## src/rtl/addr_xlate_unit.sv

```systemverilog
// addr_xlate_unit
//   Translates a 32-bit virtual address into a PADDR_W-bit physical address
//   by matching it against NUM_REGIONS inclusive base/limit windows. The unit
//   checks each access for natural alignment and for writes to read-only
//   regions. It returns the result through a single registered valid/ready
//   stage. It also keeps a sticky record of the first fault and a saturating
//   count of faults.
//
// Ports
//   clk, rst          clock (rising edge), synchronous active-high reset
//   req_valid/ready   request handshake; req_ready = !rsp_valid || rsp_ready
//   req_vaddr/write/size
//                     virtual address, store flag, size (0 b, 1 h, 2 w, 3 rsvd)
//   rsp_valid/ready   response handshake
//   rsp_paddr         translated address, 0 when the request faulted
//   rsp_region        index of the hit region, 0 on a miss
//   rsp_fault/cause   fault flag and cause (1 unmapped, 2 misaligned, 3 write to RO)
//   fault_clr         clears the sticky fault record and the counter
//   fault_pend/vaddr/cause
//                     sticky record of the first fault since the last clear
//   fault_count       number of accepted faults, saturates at 255
module addr_xlate_unit #(
    parameter int                         PADDR_W      = 13,
    parameter int                         NUM_REGIONS  = 3,
    parameter logic [32*NUM_REGIONS-1:0]  REGION_BASE  = {32'hFFFF_0000, 32'h1001_0000, 32'h0040_0000},
    parameter logic [32*NUM_REGIONS-1:0]  REGION_LIMIT = {32'hFFFF_000F, 32'h1001_0FFF, 32'h0040_1FFF},
    parameter logic [32*NUM_REGIONS-1:0]  REGION_PBASE = {32'h0, 32'h0, 32'h0},
    parameter logic [NUM_REGIONS-1:0]     RO_MASK      = 3'b001,
    parameter bit                         ALIGN_CHECK  = 1'b1,
    localparam int                        REG_W        = (NUM_REGIONS > 1) ? $clog2(NUM_REGIONS) : 1
) (
    input  logic               clk,
    input  logic               rst,
    input  logic               req_valid,
    output logic               req_ready,
    input  logic [31:0]        req_vaddr,
    input  logic               req_write,
    input  logic [1:0]         req_size,
    output logic               rsp_valid,
    input  logic               rsp_ready,
    output logic [PADDR_W-1:0] rsp_paddr,
    output logic [REG_W-1:0]   rsp_region,
    output logic               rsp_fault,
    output logic [1:0]         rsp_cause,
    input  logic               fault_clr,
    output logic               fault_pend,
    output logic [31:0]        fault_vaddr,
    output logic [1:0]         fault_cause,
    output logic [7:0]         fault_count
);

    localparam logic [1:0] CAUSE_NONE     = 2'd0;
    localparam logic [1:0] CAUSE_UNMAPPED = 2'd1;
    localparam logic [1:0] CAUSE_MISALIGN = 2'd2;
    localparam logic [1:0] CAUSE_RO       = 2'd3;

    logic               rsp_valid_q, rsp_valid_d;
    logic [PADDR_W-1:0] rsp_paddr_q, rsp_paddr_d;
    logic [REG_W-1:0]   rsp_region_q, rsp_region_d;
    logic               rsp_fault_q, rsp_fault_d;
    logic [1:0]         rsp_cause_q, rsp_cause_d;
    logic               fault_pend_q, fault_pend_d;
    logic [31:0]        fault_vaddr_q, fault_vaddr_d;
    logic [1:0]         fault_cause_q, fault_cause_d;
    logic [7:0]         fault_count_q, fault_count_d;

    logic               hit;
    logic [REG_W-1:0]   hit_idx;
    logic               hit_ro;
    logic [PADDR_W-1:0] hit_paddr;
    logic               misaligned;
    logic [1:0]         cause_c;
    logic               accept;

    // Scan from the highest index down so that the lowest hitting region
    // is the last one written and therefore wins on overlap.
    always_comb begin
        hit       = 1'b0;
        hit_idx   = '0;
        hit_ro    = 1'b0;
        hit_paddr = '0;
        for (int i = NUM_REGIONS - 1; i >= 0; i--) begin
            if (req_vaddr >= REGION_BASE[32*i +: 32] && req_vaddr <= REGION_LIMIT[32*i +: 32]) begin
                hit       = 1'b1;
                hit_idx   = REG_W'(i);
                hit_ro    = RO_MASK[i];
                hit_paddr = PADDR_W'(req_vaddr - REGION_BASE[32*i +: 32] + REGION_PBASE[32*i +: 32]);
            end
        end
    end

    always_comb begin
        misaligned = (req_size == 2'd3);
        if (ALIGN_CHECK) begin
            misaligned = misaligned
                       || (req_size == 2'd1 && req_vaddr[0])
                       || (req_size == 2'd2 && req_vaddr[1:0] != 2'b00);
        end
        if (misaligned) begin
            cause_c = CAUSE_MISALIGN;
        end else if (!hit) begin
            cause_c = CAUSE_UNMAPPED;
        end else if (req_write && hit_ro) begin
            cause_c = CAUSE_RO;
        end else begin
            cause_c = CAUSE_NONE;
        end
    end

    assign req_ready = !rsp_valid_q || rsp_ready;
    assign accept    = req_valid && req_ready;

    always_comb begin
        rsp_valid_d   = rsp_valid_q;
        rsp_paddr_d   = rsp_paddr_q;
        rsp_region_d  = rsp_region_q;
        rsp_fault_d   = rsp_fault_q;
        rsp_cause_d   = rsp_cause_q;
        fault_pend_d  = fault_pend_q;
        fault_vaddr_d = fault_vaddr_q;
        fault_cause_d = fault_cause_q;
        fault_count_d = fault_count_q;

        if (accept) begin
            rsp_valid_d  = 1'b1;
            rsp_fault_d  = (cause_c != CAUSE_NONE);
            rsp_cause_d  = cause_c;
            rsp_region_d = hit_idx;
            rsp_paddr_d  = (cause_c != CAUSE_NONE) ? '0 : hit_paddr;
        end else if (rsp_ready) begin
            rsp_valid_d = 1'b0;
        end

        if (fault_clr) begin
            fault_pend_d  = 1'b0;
            fault_vaddr_d = '0;
            fault_cause_d = CAUSE_NONE;
            fault_count_d = '0;
        end

        // The clear is applied first, so a fault accepted in the same cycle
        // lands in a freshly cleared record.
        if (accept && cause_c != CAUSE_NONE) begin
            if (!fault_pend_d) begin
                fault_pend_d  = 1'b1;
                fault_vaddr_d = req_vaddr;
                fault_cause_d = cause_c;
            end
            if (fault_count_d != 8'hFF) begin
                fault_count_d = fault_count_d + 8'd1;
            end
        end
    end

    always_ff @(posedge clk) begin
        if (rst) begin
            rsp_valid_q   <= 1'b0;
            rsp_paddr_q   <= '0;
            rsp_region_q  <= '0;
            rsp_fault_q   <= 1'b0;
            rsp_cause_q   <= CAUSE_NONE;
            fault_pend_q  <= 1'b0;
            fault_vaddr_q <= '0;
            fault_cause_q <= CAUSE_NONE;
            fault_count_q <= '0;
        end else begin
            rsp_valid_q   <= rsp_valid_d;
            rsp_paddr_q   <= rsp_paddr_d;
            rsp_region_q  <= rsp_region_d;
            rsp_fault_q   <= rsp_fault_d;
            rsp_cause_q   <= rsp_cause_d;
            fault_pend_q  <= fault_pend_d;
            fault_vaddr_q <= fault_vaddr_d;
            fault_cause_q <= fault_cause_d;
            fault_count_q <= fault_count_d;
        end
    end

    assign rsp_valid   = rsp_valid_q;
    assign rsp_paddr   = rsp_paddr_q;
    assign rsp_region  = rsp_region_q;
    assign rsp_fault   = rsp_fault_q;
    assign rsp_cause   = rsp_cause_q;
    assign fault_pend  = fault_pend_q;
    assign fault_vaddr = fault_vaddr_q;
    assign fault_cause = fault_cause_q;
    assign fault_count = fault_count_q;

endmodule
```

## config.mk

```make
export PLATFORM = sky130hd
export DESIGN_NAME = addr_xlate_unit
export DESIGN_NICKNAME = d
export VERILOG_FILES = /design/src/rtl/addr_xlate_unit.sv
export SDC_FILE = /design/constraint.sdc
export NUM_CORES = 1
export LEC_CHECK = 0
export CORE_UTILIZATION = 35
export DETAILED_ROUTE_END_ITERATION = 6
export PLACE_DENSITY_LB_ADDON = 0.1
export SETUP_SLACK_MARGIN = 0.2
export SLEW_MARGIN = 0
export SYNTH_ARGS = -nofsm -noshare
export SYNTH_HDL_FRONTEND = slang
export SYNTH_SLANG_ARGS = --single-unit
export TNS_END_PERCENT = 100
```

## constraint.sdc

```tcl
create_clock -name clk -period 2.52 [get_ports clk]
set_clock_uncertainty 0.15 [all_clocks]
set_input_delay 0.252 -clock clk [delete_from_list [all_inputs] [get_ports clk]]
set_output_delay 0.252 -clock clk [all_outputs]
set_load 0.03 [all_outputs]
```

# [Word-level counts from Yosys, hierarchy flattened]
# Index checks and enable logic that the tools add are counted.
[classes] addsub=4 order_cmp=6 reduce_logical=15 mux=27 eq_ne=4
[op_table] cell="32-bit two-way mux" count=3
[op_table] cell="13-bit two-way mux" count=4
[op_table] cell="13-bit by 1-bit subtractor with 13-bit output, second input constant" count=3
[op_table] cell="32-bit by 23-bit greater-or-equal comparator with 1-bit output, second input constant" count=1
[op_table] cell="32-bit by 29-bit greater-or-equal comparator with 1-bit output, second input constant" count=1
[op_table] cell="32-bit greater-or-equal comparator, second input constant" count=1
[op_table] cell="32-bit by 23-bit <= comparator with 1-bit output, second input constant" count=1
[op_table] cell="32-bit by 29-bit <= comparator with 1-bit output, second input constant" count=1
[op_table] cell="32-bit <= comparator, second input constant" count=1
[op_table] cell="8-bit two-way mux" count=3
[op_table] cell="2-bit two-way mux" count=9
[op_table] cell="8-bit by 1-bit adder with 8-bit output, second input constant" count=1
[op_table] cell="1-bit logical AND" count=8
[op_table] cell="1-bit two-way mux" count=8
[op_table] cell="8-bit inequality test, second input constant" count=1
[op_table] cell="2-bit nonzero test" count=3
[op_table] cell="2-bit equality test, second input constant" count=2
[op_table] cell="1-bit logical OR" count=3
[op_table] cell="2-bit by 1-bit equality test with 1-bit output, second input constant" count=1
[op_table] cell="1-bit logical NOT" count=1
[totals] word_cells=65 in_bits=40 regBits=62 out_inout_bits=63

# [Depth between registers and ports, before layout]
# Gate-level depths: netlist of run 1.
[logic_depth] depth_word=10 ltp_mapped=10 mapped_depth_nobuf=9

# [Worst setup path before layout of run 1]
# OpenSTA, ideal clock, no wires.
[synth_path] path_type="input -> register" start="input port req_vaddr[14]" end="register fault_vaddr_q[10], in the netlist fault_vaddr[10]" required_time_ps=2253 setup_ps=117 path_buffers=1 cell_stages=7 setup_slack_ps=171 t_arrival_ps=2082 path_cell_list="or3_1 -> or3_1 -> or4_4 -> a31oi_4 -> nor3_1 -> buf_2 -> a22o_1"
[synth_between] elab_chain_len=10 elab_cells_between_ends=20 classes_between="order compare: 6; mux: 8; reduce/logical: 6"
[synth_rtl] element="start, declared" line="36" rtl="input logic [31:0] req_vaddr,"
[synth_rtl] element="32-bit greater-or-equal comparator (tied with other cells)" line="83" rtl="if (req_vaddr >= REGION_BASE[32*i +: 32] && req_vaddr <= REGION_LIMIT[32*i +: 32]) begin"
[synth_rtl] element="1-bit logical AND" line="83"
[synth_rtl] element="1-bit two-way mux" line="83"
[synth_rtl] element="1-bit two-way mux / 1-bit logical AND (equally long branches)" line="83, 103"
[synth_rtl] element="1-bit two-way mux / 2-bit two-way mux (equally long branches)" line="83, 103"
[synth_rtl] element="2-bit two-way mux *" line="101" rtl="end else if (!hit) begin"
[synth_rtl] element="2-bit two-way mux *" line="99" rtl="if (misaligned) begin"
[synth_rtl] element="2-bit nonzero test *" line="143" rtl="if (accept && cause_c != CAUSE_NONE) begin"
[synth_rtl] element="1-bit logical AND *" line="143"
[synth_rtl] element="32-bit two-way mux *" line="143"
[synth_rtl] element="end signal, assigned" line="173" rtl="fault_vaddr_q <= fault_vaddr_d;"
[synth_rtl] element="end, declared" line="63" rtl="logic [31:0] fault_vaddr_q, fault_vaddr_d;"
# Every way passes the cells marked *; elsewhere a longest branch is shown, timed or not.
# A chain may end at the register's enable or synchronous reset.

# [Worst setup path after layout of run 1]
[layout_path] start="input port req_vaddr[13]" end="register fault_vaddr_q[14], in the netlist fault_vaddr[14]"
# The elaborated chain is that of the path after synthesis.

==> impl_results.md, run 1 <==
- Post-route ant nets: 0
- Crit Path Max Fanout: 11
- Mapped cell area: ~2500 um^2
- Met2 routed WL: roughly 3.5 mm
- Final #Nets: around 440
- Mapped Nets: around 290
- FF-to-FF End: fault_count[0]$_SDFF_PP0_
- Area of the multi-input gates: around 1200 um^2
- TritonCTS buffer count: 9
- Commonest register cell after synthesis: dfxtp_1
- Die Area: about 7400 um^2
- DR vias: roughly 2500
- Async SR Flop Fraction: 0%
- Clock sink total: between 60 and 70
- Final hold violation count: 0
- Seq/Total Area, Yosys: between 50 and 60%
- Routed vias/inst: roughly 5
- Final WS setup: approximately 210 ps
- Area growth syn-to-layout: 75.03%
- M1 WL: roughly 3.6 mm
- Core area: between 6000 and 7000 um^2
- CP required: approximately 2600 ps
- Worst slew margin: 66.73%
- Horiz. Die Dim: between 80 and 90 um
- Metal3 WL: between 400 and 500 um
- Yosys warns: 0
- Std-Cell Rows: 30
- Final HPWL DP: around 5.4 mm
- Grt total ovfl: 0
- Status: completed
- Seq cells post-synth: 62
- Register area: approximately 1200 um^2
- Number of DRC markers in iteration 0: 99
- Quantity of I/O buffers inserted on ports: around 100
- Antenna violations before repair: 0
- Finish-stage setup viols: 0
- ANT cells: 0
- RePlAce Congestion: 0.7762
- Critical R2R Launch: fault_count[1]$_SDFF_PP0_
- PwrDens: between 500 and 600 nW/um^2
- Number of distinct library cells after synthesis: 43
- Crit Path Class: in -> reg
- Share of cells above drive strength 1: 25.00%
- Initial Util: a little over a third
- Gr usage total: a little over a fifth
- H-Tree Depth: 3
- Post-DR wirelength/cell: about 15 um
- I/O pin count: between 100 and 150
- Root Buffer: clkbuf_8
- Fin util: 63.37%
- CTS Buffer Depth: 2
- Sw Share: a little over a quarter
- Max-slew violation count: 0
- Net Sw Power: about 0.00063 W
- DRT Pass-1 Iters: 4
- CTS tree: built
- Peak Freq: around 0.43 GHz
- Fin Setup TNS: 0 ps
- Reg2Reg Depth: 8
- Critical hold path startpoint: req_vaddr[25]
- Worst-path clk slew: approximately 70 ps
- Reg power frac: between 40% and 50%
- Startpoint Class: input pin
- Total wire length: 7.707 mm
- P_int: roughly 0.0018 W
- Fill count: 586
- Vias in the first global route: between 2000 and 2500
- Worst Tran Pin Value: 497.5 ps
- CP Capture Type: register
- Hold Path Class: in -> reg
- Clock power share: roughly 41%
- Hold depth: 2
- First-pass GRT wire length: between 10 and 15 mm
- Tmin final: 2309 ps
- Final worst path period share: 91.65%
- EDFF count, synth: 0
- Max cap viols: 0
- Tot Pwr: between 0.002 and 0.0025 W
- Dpl ws: -405.4 ps
- Maximum vdd drop: a little under 0.4 mV
- Critical path arrival: around 2400 ps
- RSZ-0062 raised after global routing: true
- DIE HEIGHT: roughly 86 um
- Max Used Layer: met4
- # DRC: 0
- Comb pwr share: between 15 and 20%
- Hold Path End: fault_vaddr[25]$_SDFF_PP0_
- Worst skew pair latency: ~340 ps
- Worst reg2reg setup slack: 460 ps
- Syn Area/Cell: between 10 and 15 um^2
- Largest net degree at the start of global routing: 22
- P_leak: 1.694 nW
- Post-synthesis cell count: between 200 and 250
-- worst max-delay path: stages --
cell and delay [ps]:
buf_6 90, or3_4 380, or3_4 340, or4_4 500, buf_6 140, a31oi_4 210, nor3_4 110, buf_6 180
a22o_1 180
-- layout make-up --
cell class	instances	share of cell area, %
timing repair buffer	161	35.19
sequential	62	28.83
multi-input combinational	162	27.23
clock buffer	10	3.197
tap	96	2.790
clock inverter	6	2.151
inverter	7	0.6103
-- cells in the final DEF, fill, tap and decap left out, types with 3 or more instances in the layout --
| master | count |
|---|---|
| nand4_1 | 4 |
| dlygate4sd3_1 | 3 |
| and2_1 | 3 |
| buf_2 | 3 |
| inv_1 | 6 |
| o211ai_1 | 4 |
| a21oi_1 | 13 |
| nand2_1 | 21 |
| dlygate4sd2_1 | 16 |
| o21ai_0 | 13 |
| clkdlybuf4s50_1 | 77 |
| nand3_1 | 6 |
| a22o_1 | 41 |
| nor2_1 | 10 |
| nand2b_1 | 4 |
| or3_1 | 5 |
| clkbuf_8 | 10 |
| dfxtp_1 | 62 |
| buf_6 | 8 |
| nor2b_1 | 3 |
| or3_4 | 3 |
| buf_4 | 45 |
-- sequential cells by signal, summed over array words and instances, names as in the netlist --
name,flops
fault_vaddr,32
rsp_paddr,13
fault_count,8
fault_cause,2
rsp_cause,2
rsp_region,2
fault_pend,1
rsp_fault,1
rsp_valid,1
-- routing by layer --
metal / track usage, % / up-vias
li1: - / 1244
met5: 0 / -
met2: 32.58 / 89
met3: 5.294 / 12
met4: 11.97 / 0
met1: 27.23 / 1169
-- stage by stage --
step | area, um^2 | std cells | hold slack [ps]
after floorplan | 2477 | 245 | 227.5
after global placement | 3908 | 477 | 289.7
after detailed placement | 3908 | 477 | 294.2
after CTS | 4203 | 500 | 96.56
after global routing | 4305 | 504 | 56.81
final | 4305 | 504 | 44.65
-- kinds of logic (layout without fill, tap and decap cells) --
logic type	count (synthesis)	count (layout)	share of synthesized area, %
DFF	62	62	50.46
buffers and inverters	21	184	4.934
AOI/OAI and AO/OA	82	82	25.89
adders and majority gates	1	1	0.5086
and+or+nand+nor	79	79	18.21
-- worst max path at each step --
stage                             start                         end  slack (ps)  cells after the start
final                     req_vaddr[13]  fault_vaddr[14]$_SDFF_PP0_         210                      9
after global routing      req_vaddr[13]   fault_vaddr[0]$_SDFF_PP0_         160                      9
after CTS                  req_vaddr[8]  rsp_paddr[11]$_SDFFE_PP0P_         200                      8
after detailed placement  req_vaddr[29]   rsp_paddr[9]$_SDFFE_PP0P_        -410                     10
after global placement    req_vaddr[14]  rsp_paddr[10]$_SDFFE_PP0P_        -360                      8
after floorplan           req_vaddr[14]  fault_vaddr[10]$_SDFF_PP0_         210                      7
-- power groups by stage --
stage                     combinational [W]  clock (W)  sequential (W)
after floorplan                    0.000100          0         0.00113
after global placement             0.000382          0         0.00106
after detailed placement           0.000386          0         0.00106
after CTS                          0.000381    0.00102         0.00104
after global routing               0.000422    0.00106         0.00104
final                              0.000398   0.000998         0.00104
-- what timing repair did --
| item | 4_1_cts | 5_1_grt |
|---|---|---|
| pin swaps | 13 | 7 |
| setup endpoints to repair | 58 | 55 |
| buffers inserted | 3 | 1 |
| resized for setup | 50 | 14 |
| cloned | 1 | 3 |
| endpoints found under the hold margin | 3 | 0 |
| hold buffers | 3 | 0 |
-- cell usage after synthesis, types with 2 or more instances --
cell	instances	area, um^2
a21oi_1	13	65.06
a22o_1	41	359.1
a22o_2	2	20.02
and2_1	3	18.77
buf_2	4	20.02
buf_8	3	45.04
clkbuf_1	6	22.52
dfxtp_1	62	1241
inv_1	6	22.52
nand2_1	22	82.58
nand2b_1	4	25.02
nand3_1	6	30.03
nand4_1	4	25.02
nor2_1	10	37.54
nor2b_1	3	18.77
nor3_1	3	15.01
nor4_1	4	25.02
o211ai_1	4	30.03
o21ai_0	13	65.06
or3_1	8	50.05
or4_1	2	15.01
Power figures use the tool's default switching activity.
==> run 2: changes to the inputs <==
--- a/config.mk
+++ b/config.mk
@@ -8,9 +8,11 @@
 export CORE_UTILIZATION = 35
 export DETAILED_ROUTE_END_ITERATION = 6
 export PLACE_DENSITY_LB_ADDON = 0.1
+export RECOVER_POWER = 25
 export SETUP_SLACK_MARGIN = 0.2
+export SKIP_CTS_REPAIR_TIMING = 1
 export SLEW_MARGIN = 0
 export SYNTH_ARGS = -nofsm -noshare
 export SYNTH_HDL_FRONTEND = slang
 export SYNTH_SLANG_ARGS = --single-unit
-export TNS_END_PERCENT = 100
+export TNS_END_PERCENT = 10
==> run 2 against run 1 <==
Global-route usage down 0.74 points. Die area unchanged. First-iteration DRC count down 6.1%. Non-clock buffer count down 6. Sequential power about the same. Critical path type unchanged. Largest cell class unchanged.
==> impl_results.md, run 2 (synthesis results as in run 1) <==
- Hold slack: 36.51 ps
- Hold Path End: fault_vaddr[14]$_SDFF_PP0_
- CP Capture Type: register
- Hold Path Class: in -> reg
- Dpl ws: -405.4 ps
- Antenna violations before repair: 0
- Final #Nets: around 440
- Routed vias/inst: about 5.0
- Max-slew violation count: 0
- Final HPWL DP: between 5 and 6 mm
- Peak Freq: between 0.4 and 0.5 GHz
- Horiz. Die Dim: about 86 um
- CP required: about 2700 ps
- Total wire length: roughly 7.3 mm
- Area growth syn-to-layout: 74.21%
- Quantity of I/O buffers inserted on ports: 102
- Std-Cell Rows: 30
- Crit Path Max Fanout: 5
- Final worst path period share: a little over nine tenths
- Worst Tran Pin Value: 502.1 ps
- # DRC: 0
- CTS Buffer Depth: 2
- Finish-stage setup viols: 0
- Max reg flops: 32
- Final WS setup: between 100 and 150 ps
- DR vias: 2468
- Critical R2R Launch: fault_count[1]$_SDFF_PP0_
- Worst slew margin: approximately 66%
- RSZ-0062 raised after global routing: true
- Vias in the first global route: between 2000 and 2500
- Worst reg2reg setup slack: between 300 and 400 ps
- Critical hold path startpoint: req_vaddr[14]
- Critical path arrival: around 2500 ps
- Worst-path clk slew: 70 ps
- Tot Pwr: around 0.0024 W
- Root Buffer: clkbuf_8
- Largest net degree at the start of global routing: 22
- Initial Util: a little over a third
- Max cap viols: 0
- Gr usage total: 20.48%
- Worst skew pair latency: 340 ps
- Commonest non-fill, non-tap cell in the layout: dfxtp_1
- ANT cells: 0
- Hold depth: 2
- P_leak: 1.919 nW
- Most frequent cells in the layout: dfxtp_1 (62), buf_4 (49), clkdlybuf4s50_1 (46)
- PwrDens: 562.0 nW/um^2
- Share of cells above drive strength 1: ~23%
- DRT Pass-1 Iters: 4
- FF-to-FF End: fault_count[0]$_SDFF_PP0_
- Core area: between 6000 and 7000 um^2
- Number of DRC markers in iteration 0: slightly above 90
- Startpoint Class: input pin
- Crit Path Class: in -> reg
- First-pass GRT wire length: roughly 12 mm
- RePlAce Congestion: 0.7762
- DIE HEIGHT: approximately 86 um
- Die Area: between 7000 and 8000 um^2
- Status: completed
- Reg2Reg Depth: 8
- TritonCTS buffer count: 9
- CTS tree: built
- I/O pin count: ~100
- Clock sink total: 62
- Post-DR wirelength/cell: 14.69 um
- H-Tree Depth: 3
- Final hold violation count: 0
- Post-route ant nets: 0
- Maximum vdd drop: just under 0.4 mV
- Tmin final: about 2400 ps
- Grt total ovfl: 0
==> run 2: cell types whose count changed in the layout (fill, tap and decap cells not counted), moves of 2 or more <==
| cell | previous run | this run |
|---|---|---|
| buf_2 | 3 | 0 |
| clkdlybuf4s50_1 | 77 | 46 |
| dlygate4sd3_1 | 3 | 32 |
| buf_6 | 8 | 2 |
| dlymetal6s2s_1 | 0 | 23 |
| clkdlybuf4s15_1 | 2 | 0 |
| clkbuf_16 | 2 | 0 |
| buf_4 | 45 | 49 |
| dlygate4sd2_1 | 16 | 0 |
==> run 2: power breakdown <==
part	leakage, nW	switching, W	internal, W
Combinational	1.30	0.000197	0.000184
Sequential	0.506	0.0000199	0.00102
Clock	0.109	0.000404	0.000588
==> run 2: stage by stage <==
step           std cells  utilization [%]  setup TNS, ps  instance area, um^2
2_1_floorplan        245                -              0                 2477
3_3_place_gp         477            57.51         -17410                 3908
3_5_place_dp         477            57.51         -18830                 3908
4_1_cts              493            60.90         -481.0                 4138
5_1_grt              498            63.08              0                 4285
6_report             498            63.08              0                 4285
==> run 2: worst max-delay path by stage <==
stage / startpoint / to / slack [ps] / cells after the start
6_report: req_vaddr[13] / rsp_paddr[5]$_SDFFE_PP0P_ / 140 / 8
5_1_grt: req_vaddr[14] / rsp_paddr[7]$_SDFFE_PP0P_ / 90 / 8
4_1_cts: req_vaddr[29] / rsp_paddr[9]$_SDFFE_PP0P_ / -60 / 10
3_5_place_dp: req_vaddr[29] / rsp_paddr[9]$_SDFFE_PP0P_ / -410 / 10
3_3_place_gp: req_vaddr[14] / rsp_paddr[10]$_SDFFE_PP0P_ / -360 / 8
2_1_floorplan: req_vaddr[14] / fault_vaddr[10]$_SDFF_PP0_ / 210 / 7
==> run 2: layer usage <==
layer	vias up	GRT usage, %	routed length, um
li1	1229	-	-
met1	1141	26.51	3396
met2	86	30.84	3325
met4	0	11.97	177
met3	12	5.294	415
met5	-	0	0
==> run 2: layout make-up <==
type                       instances  area, um^2
clock buffer                      10       137.6
fill                             568        2509
inverter                           7       26.28
timing repair buffer             155        1504
multi-input combinational        162        1164
tap                               96       120.1
sequential                        62        1241
clock inverter                     6       92.59
==> run 2: critical path, stage by stage <==
cell and delay (ps):
buf_6 90, or3_4 380, or3_4 340, or4_4 580, and3_4 180, nor4_4 350, buf_4 220, a22o_1 120
